[config.mk]
export PLATFORM = sky130hd
export DESIGN_NAME = cu_pipe
export DESIGN_NICKNAME = d
export VERILOG_FILES = /design/src/rtl/cu_pkg.sv /design/src/rtl/cu_decode.sv /design/src/rtl/cu_pipe.sv
export SDC_FILE = /design/constraint.sdc
export NUM_CORES = 1
export LEC_CHECK = 0
export CAP_MARGIN = 20
export CORE_MARGIN = 1
export CORE_UTILIZATION = 60
export DETAILED_ROUTE_END_ITERATION = 10
export DONT_BUFFER_PORTS = 1
export GPL_TIMING_DRIVEN = 0
export HOLD_SLACK_MARGIN = 0.1
export PLACE_DENSITY = 0.76
export REMOVE_ABC_BUFFERS = 1
export SLEW_MARGIN = 25
export SYNTH_ARGS = -nofsm -noshare
export SYNTH_HDL_FRONTEND = slang
export SYNTH_SLANG_ARGS = --single-unit
[constraint.sdc]
create_clock -name clk -period 2.59 [get_ports clk]
set_clock_uncertainty 0.2 [all_clocks]
set_input_delay 0 -clock clk [delete_from_list [all_inputs] [get_ports clk]]
set_output_delay 0 -clock clk [all_outputs]
set_load 0.05 [all_outputs]
[src/rtl/cu_pkg.sv]
// Shared definitions for the pipelined control unit: opcodes, ALU operations,
// FSM state encoding and the control bundle carried across the ID/EX boundary.
package cu_pkg;

   localparam logic [4:0] OP_NOP  = 5'd0;
   localparam logic [4:0] OP_LDD  = 5'd1;
   localparam logic [4:0] OP_STD  = 5'd2;
   localparam logic [4:0] OP_ADD  = 5'd3;
   localparam logic [4:0] OP_NOT  = 5'd4;
   localparam logic [4:0] OP_IN   = 5'd5;
   localparam logic [4:0] OP_OUT  = 5'd6;
   localparam logic [4:0] OP_LDM  = 5'd7;
   localparam logic [4:0] OP_PUSH = 5'd8;
   localparam logic [4:0] OP_POP  = 5'd9;
   localparam logic [4:0] OP_JMP  = 5'd10;
   localparam logic [4:0] OP_CALL = 5'd11;

   localparam logic [2:0] ALU_NONE   = 3'd0;
   localparam logic [2:0] ALU_ADD    = 3'd1;
   localparam logic [2:0] ALU_NOT    = 3'd2;
   localparam logic [2:0] ALU_PASS_B = 3'd3;
   localparam logic [2:0] ALU_ADDR   = 3'd4;

   typedef enum logic [1:0] {
      S_DEC   = 2'd0,
      S_IMM   = 2'd1,
      S_CALL2 = 2'd2
   } state_t;

   typedef struct packed {
      logic [2:0] alu_op;
      logic       alu_src;
      logic       mem_w;
      logic       mem_r;
      logic       mtr;
      logic       reg_write;
      logic       branch;
      logic       in_en;
      logic       out_en;
      logic       stack_op;
      logic       push;
      logic       imm_sel;
      logic       ctrl_valid;
   } ctrl_bundle_t;

   // Bundle issued when the LDM immediate word arrives.
   function automatic ctrl_bundle_t ldm_imm_bundle();
      ctrl_bundle_t b;
      b            = '0;
      b.alu_op     = ALU_PASS_B;
      b.alu_src    = 1'b1;
      b.imm_sel    = 1'b1;
      b.reg_write  = 1'b1;
      b.ctrl_valid = 1'b1;
      return b;
   endfunction

   // Second issue of CALL: the branch to the target.
   function automatic ctrl_bundle_t call_branch_bundle();
      ctrl_bundle_t b;
      b            = '0;
      b.branch     = 1'b1;
      b.ctrl_valid = 1'b1;
      return b;
   endfunction

endpackage

[src/rtl/cu_decode.sv]
// Combinational opcode decoder: single-word bundle, illegal flag and
// markers for the two multi-cycle instructions.
module cu_decode
   import cu_pkg::*;
#(
   parameter int OPCODE_W = 5
) (
   input  logic [OPCODE_W-1:0] opcode,
   output ctrl_bundle_t        bundle,
   output logic                illegal,
   output logic                is_ldm,
   output logic                is_call
);

   logic upper_nz;

   generate
      if (OPCODE_W > 5) begin : g_upper
         assign upper_nz = |opcode[OPCODE_W-1:5];
      end else begin : g_no_upper
         assign upper_nz = 1'b0;
      end
   endgenerate

   always_comb begin
      bundle  = '0;
      illegal = 1'b0;
      is_ldm  = 1'b0;
      is_call = 1'b0;
      if (upper_nz) begin
         illegal = 1'b1;
      end else begin
         case (opcode[4:0])
            OP_NOP: ;
            OP_LDD: begin
               bundle.alu_op     = ALU_ADDR;
               bundle.mem_r      = 1'b1;
               bundle.mtr        = 1'b1;
               bundle.reg_write  = 1'b1;
               bundle.ctrl_valid = 1'b1;
            end
            OP_STD: begin
               bundle.alu_op     = ALU_ADDR;
               bundle.mem_w      = 1'b1;
               bundle.ctrl_valid = 1'b1;
            end
            OP_ADD: begin
               bundle.alu_op     = ALU_ADD;
               bundle.reg_write  = 1'b1;
               bundle.ctrl_valid = 1'b1;
            end
            OP_NOT: begin
               bundle.alu_op     = ALU_NOT;
               bundle.reg_write  = 1'b1;
               bundle.ctrl_valid = 1'b1;
            end
            OP_IN: begin
               bundle.in_en      = 1'b1;
               bundle.reg_write  = 1'b1;
               bundle.ctrl_valid = 1'b1;
            end
            OP_OUT: begin
               bundle.out_en     = 1'b1;
               bundle.ctrl_valid = 1'b1;
            end
            // The opcode word of LDM issues nothing; the immediate word does.
            OP_LDM: is_ldm = 1'b1;
            OP_PUSH: begin
               bundle.stack_op   = 1'b1;
               bundle.push       = 1'b1;
               bundle.mem_w      = 1'b1;
               bundle.ctrl_valid = 1'b1;
            end
            OP_POP: begin
               bundle.stack_op   = 1'b1;
               bundle.mem_r      = 1'b1;
               bundle.mtr        = 1'b1;
               bundle.reg_write  = 1'b1;
               bundle.ctrl_valid = 1'b1;
            end
            OP_JMP: begin
               bundle.branch     = 1'b1;
               bundle.ctrl_valid = 1'b1;
            end
            OP_CALL: begin
               is_call           = 1'b1;
               bundle.stack_op   = 1'b1;
               bundle.push       = 1'b1;
               bundle.mem_w      = 1'b1;
               bundle.ctrl_valid = 1'b1;
            end
            default: illegal = 1'b1;
         endcase
      end
   end

endmodule

[src/rtl/cu_pipe.sv]
// Registered ID-stage control unit: decodes into the ID/EX register and
// sequences LDM (opcode + immediate) and CALL (push + branch) with an FSM.
module cu_pipe
   import cu_pkg::*;
#(
   parameter int OPCODE_W = 5,
   parameter int ALU_OP_W = 3
) (
   input  logic                clk,
   input  logic                rst_n,
   input  logic                instr_valid,
   input  logic [OPCODE_W-1:0] opcode,
   input  logic                stall,
   input  logic                flush,
   output logic [ALU_OP_W-1:0] alu_op,
   output logic                alu_src,
   output logic                mem_w,
   output logic                mem_r,
   output logic                mtr,
   output logic                reg_write,
   output logic                branch,
   output logic                in_en,
   output logic                out_en,
   output logic                stack_op,
   output logic                push,
   output logic                imm_sel,
   output logic                ctrl_valid,
   output logic                fetch_hold,
   output logic                busy,
   output logic                illegal_op
);

   state_t       state_reg, state_next;
   ctrl_bundle_t bundle_reg, bundle_next;
   logic         fetch_hold_reg, fetch_hold_next;
   logic         illegal_reg, illegal_next;

   ctrl_bundle_t dec_bundle;
   logic         dec_illegal;
   logic         dec_is_ldm;
   logic         dec_is_call;

   cu_decode #(
      .OPCODE_W (OPCODE_W)
   ) u_decode (
      .opcode  (opcode),
      .bundle  (dec_bundle),
      .illegal (dec_illegal),
      .is_ldm  (dec_is_ldm),
      .is_call (dec_is_call)
   );

   always_comb begin
      state_next      = state_reg;
      bundle_next     = '0;
      fetch_hold_next = 1'b0;
      illegal_next    = 1'b0;
      case (state_reg)
         S_DEC: begin
            if (instr_valid) begin
               bundle_next  = dec_bundle;
               illegal_next = dec_illegal;
               if (dec_is_ldm) begin
                  state_next = S_IMM;
               end else if (dec_is_call) begin
                  fetch_hold_next = 1'b1;
                  state_next      = S_CALL2;
               end
            end
         end
         S_IMM: begin
            if (instr_valid) begin
               bundle_next = ldm_imm_bundle();
               state_next  = S_DEC;
            end
         end
         S_CALL2: begin
            bundle_next = call_branch_bundle();
            state_next  = S_DEC;
         end
         default: state_next = S_DEC;
      endcase
   end

   // Flush beats stall; a stall freezes everything except the illegal pulse.
   always_ff @(posedge clk or negedge rst_n) begin
      if (!rst_n) begin
         state_reg      <= S_DEC;
         bundle_reg     <= '0;
         fetch_hold_reg <= 1'b0;
         illegal_reg    <= 1'b0;
      end else if (flush) begin
         state_reg      <= S_DEC;
         bundle_reg     <= '0;
         fetch_hold_reg <= 1'b0;
         illegal_reg    <= 1'b0;
      end else if (stall) begin
         illegal_reg    <= 1'b0;
      end else begin
         state_reg      <= state_next;
         bundle_reg     <= bundle_next;
         fetch_hold_reg <= fetch_hold_next;
         illegal_reg    <= illegal_next;
      end
   end

   assign alu_op     = ALU_OP_W'(bundle_reg.alu_op);
   assign alu_src    = bundle_reg.alu_src;
   assign mem_w      = bundle_reg.mem_w;
   assign mem_r      = bundle_reg.mem_r;
   assign mtr        = bundle_reg.mtr;
   assign reg_write  = bundle_reg.reg_write;
   assign branch     = bundle_reg.branch;
   assign in_en      = bundle_reg.in_en;
   assign out_en     = bundle_reg.out_en;
   assign stack_op   = bundle_reg.stack_op;
   assign push       = bundle_reg.push;
   assign imm_sel    = bundle_reg.imm_sel;
   assign ctrl_valid = bundle_reg.ctrl_valid;
   assign fetch_hold = fetch_hold_reg;
   assign busy       = (state_reg != S_DEC);
   assign illegal_op = illegal_reg;

endmodule
==> results.md <==
* Worst vdd ir at 0.2529 mV
* Worst R2R Start: state_reg[1]$_DFFE_PN0P_
* CP startpoint kind: flop
* Total power at 488.8 uW
* Tcrit/Tclk final at 98.07%
* Crit path from: state_reg[1]$_DFFE_PN0P_
* Cell leakage power at 0.0004832 uW
* CP Depth at 4
* DR pass1 iterations at 4
* Worst-path maximum fanout at 8
* Sink Count at 17
* Root Buffer: clkbuf_4
* Most frequent cells in the layout: dlygate4sd3_1 (18), dfrtp_1 (16), a22o_1 (8)
* Crit path max-delay cell type: or4b_1
* First-pass GRT wire length at 2.870 mm
* Worst-Margin Slew at 0.8967 ns
* Critical Path End: ctrl_valid$_DFFE_PN0P_
* Number of flip-flops in the largest register at 3
* Final ANT Viol Nets at 0
* Final Util at 80.13%
* Max_slew headroom at 40.22%
* Multi-input logic area at 435.4 um2
* Reg clk slew, reported paths at 0.09 ns
* Die Y at 41.34 um
* Placed cell areas at 887.1 um2
* Antenna fix cells at 0
* Critical path class: reg2reg
* WP data arrival at 2.57 ns
* CP cell instances: or4b_1 -> a2111o_1 -> o21ai_0 -> dlygate4sd3_1
* EDFF count, synth at 0
* R2R cell count at 4
* Reg2reg end: ctrl_valid$_DFFE_PN0P_
* Count of different cell masters after synthesis at 36
* Mapped Area at 928.4 um2
* Vias per inst at 6.398
* RD Place Congestion at 0.8240
* Register Area at 426.7 um2
* CP endpoint kind: flop
* Vias in the first global route at 661
* Initial core utilization at 67.95%
* Fill cells at 92
* Commonest non-fill, non-tap cell in the layout: dlygate4sd3_1
* Total track usage at 26.26%
* Cells after Synth at 85
* Average wire per standard cell at 18.20 um
* Max H-tree Level at 1
* Fin crit period at 2.540 ns
* Final WL at 2.057 mm
* Total Neg Setup Slack at 0 ns
* Total Die Area at 0.001709 mm2
* Core area at 0.001366 mm2
* Vias at 723
* Iteration-0 DRC Markers at 17
* Port buffer count at 0
* Share of layout cells above drive strength 1 at 10.20%
* Status: completed
* Fmax at 393.7 MHz
* FF-to-FF setup slack at 0.05 ns
* Pwr dens at 446.4 mW/mm2
* Asr flop ratio synth at 100.0%
* Clk Latency, worst-skew pair at 0.28 ns
* Ys Warns at 0
* DRC Markers at 0
* Prevailing post-synth register cell: dfrtp_1
* Final Max Tran Viols at 0
* DPL Wire Length at 1.196 mm
* Num rows at 13
* Crit-path max cell delay at 0.76 ns
* FF+latch count, synth at 17
* RSZ-0062 raised after global routing: false
* CTS tree: built
* Min-Delay Path Class: in2reg
* # IOs at 28
* Initial antenna violation count at 0
* Largest net degree at the start of global routing at 18
* Final Hold Vio Count at 0
* Fin area at 0.001095 mm2
* Final net count at 109
* Depth of the worst hold-timing path at 2
* CP bufs+invs at 1
* Final setup vio count at 0
* Die X at 41.34 um
* Number of max-cap violations at 0
* CP delay by family, top: simple AND/OR/NAND/NOR gates
* Area Growth Syn to Fin at 17.92%
* Grt ovf at 0
* Seq/Total Area, Yosys at 45.82%
* Avg Cell Area, Syn at 10.92 um2
* CTS Buffer Depth at 2
* Critical Path RT at 2.62 ns
* Cts bufs inserted at 3
* Post-CTS Setup Inserts at 0
-- cell families after synthesis --
family | share of synthesized area [%]
buf+inv | 7.278
flops | 45.82
xor+xnor | 1.887
simple gates | 21.03
mux | 2.156
compound gates | 21.83
-- cell usage after synthesis (all sizes together) (2+ instances only) --
library cell / count / area (um2)
nor2: 6 / 22.52
nor4b: 2 / 17.52
nor3: 2 / 21.27
dfrtp: 17 / 425.4
xnor2: 2 / 17.52
a21oi: 4 / 20.02
mux2i: 2 / 20.02
nand2b: 3 / 18.77
o31ai: 2 / 15.01
buf: 8 / 56.31
a22o: 8 / 70.07
o21ai: 3 / 15.01
nand2: 3 / 11.26
inv: 2 / 7.510
nor3b: 2 / 20.02
a32o: 3 / 30.03
nor4: 2 / 27.53
-- per-stage QoR --
stage / hold WS, ns / setup slack, ns / std cells
2_1_floorplan: -0.4956 / 0.7632 / 76
3_3_place_gp: -0.4953 / 0.6587 / 91
3_5_place_dp: -0.4953 / 0.6320 / 91
4_1_cts: 0.1126 / 0.05129 / 113
5_1_grt: 0.1366 / 0.009060 / 113
6_report: 0.1441 / 0.04996 / 113
-- worst min path at each step --
stage                start                endpoint  slack [ns]
2_1_floorplan        rst_n   alu_op[0]$_DFFE_PN0P_       -0.50
3_3_place_gp         rst_n  ctrl_valid$_DFFE_PN0P_       -0.50
3_5_place_dp         rst_n  ctrl_valid$_DFFE_PN0P_       -0.50
4_1_cts        instr_valid   alu_op[1]$_DFFE_PN0P_        0.11
5_1_grt        instr_valid   alu_op[1]$_DFFE_PN0P_        0.14
6_report       instr_valid   alu_op[1]$_DFFE_PN0P_        0.14
-- layer usage --
layer,global-route usage [%],vias up,routed length (um)
li1,-,343,-
met2,40.23,28,988
met5,0,-,0
met1,37.12,350,946
met4,7.258,0,6
met3,5.851,2,115
-- repair_timing --
action	CTS	global route
gates resized for setup	0	1
endpoints found under the setup margin	0	2
endpoints found under the hold margin	34	0
hold buffers	18	0
-- power breakdown --
part / switching (uW) / internal (uW) / leakage (uW)
registers: 14.6 / 268 / 0.000234
logic: 36.0 / 29.8 / 0.000234
clock network: 80.3 / 59.8 / 0.0000150
-- final cells by class --
class	count	area share, %
Sequential cell	17	38.97
Clock buffer	4	2.400
Inverter	2	0.6857
Tap cell	15	1.714
Timing Repair Buffer	18	16.46
Multi-Input combinational cell	57	39.77
Power figures use the tool's default switching activity.
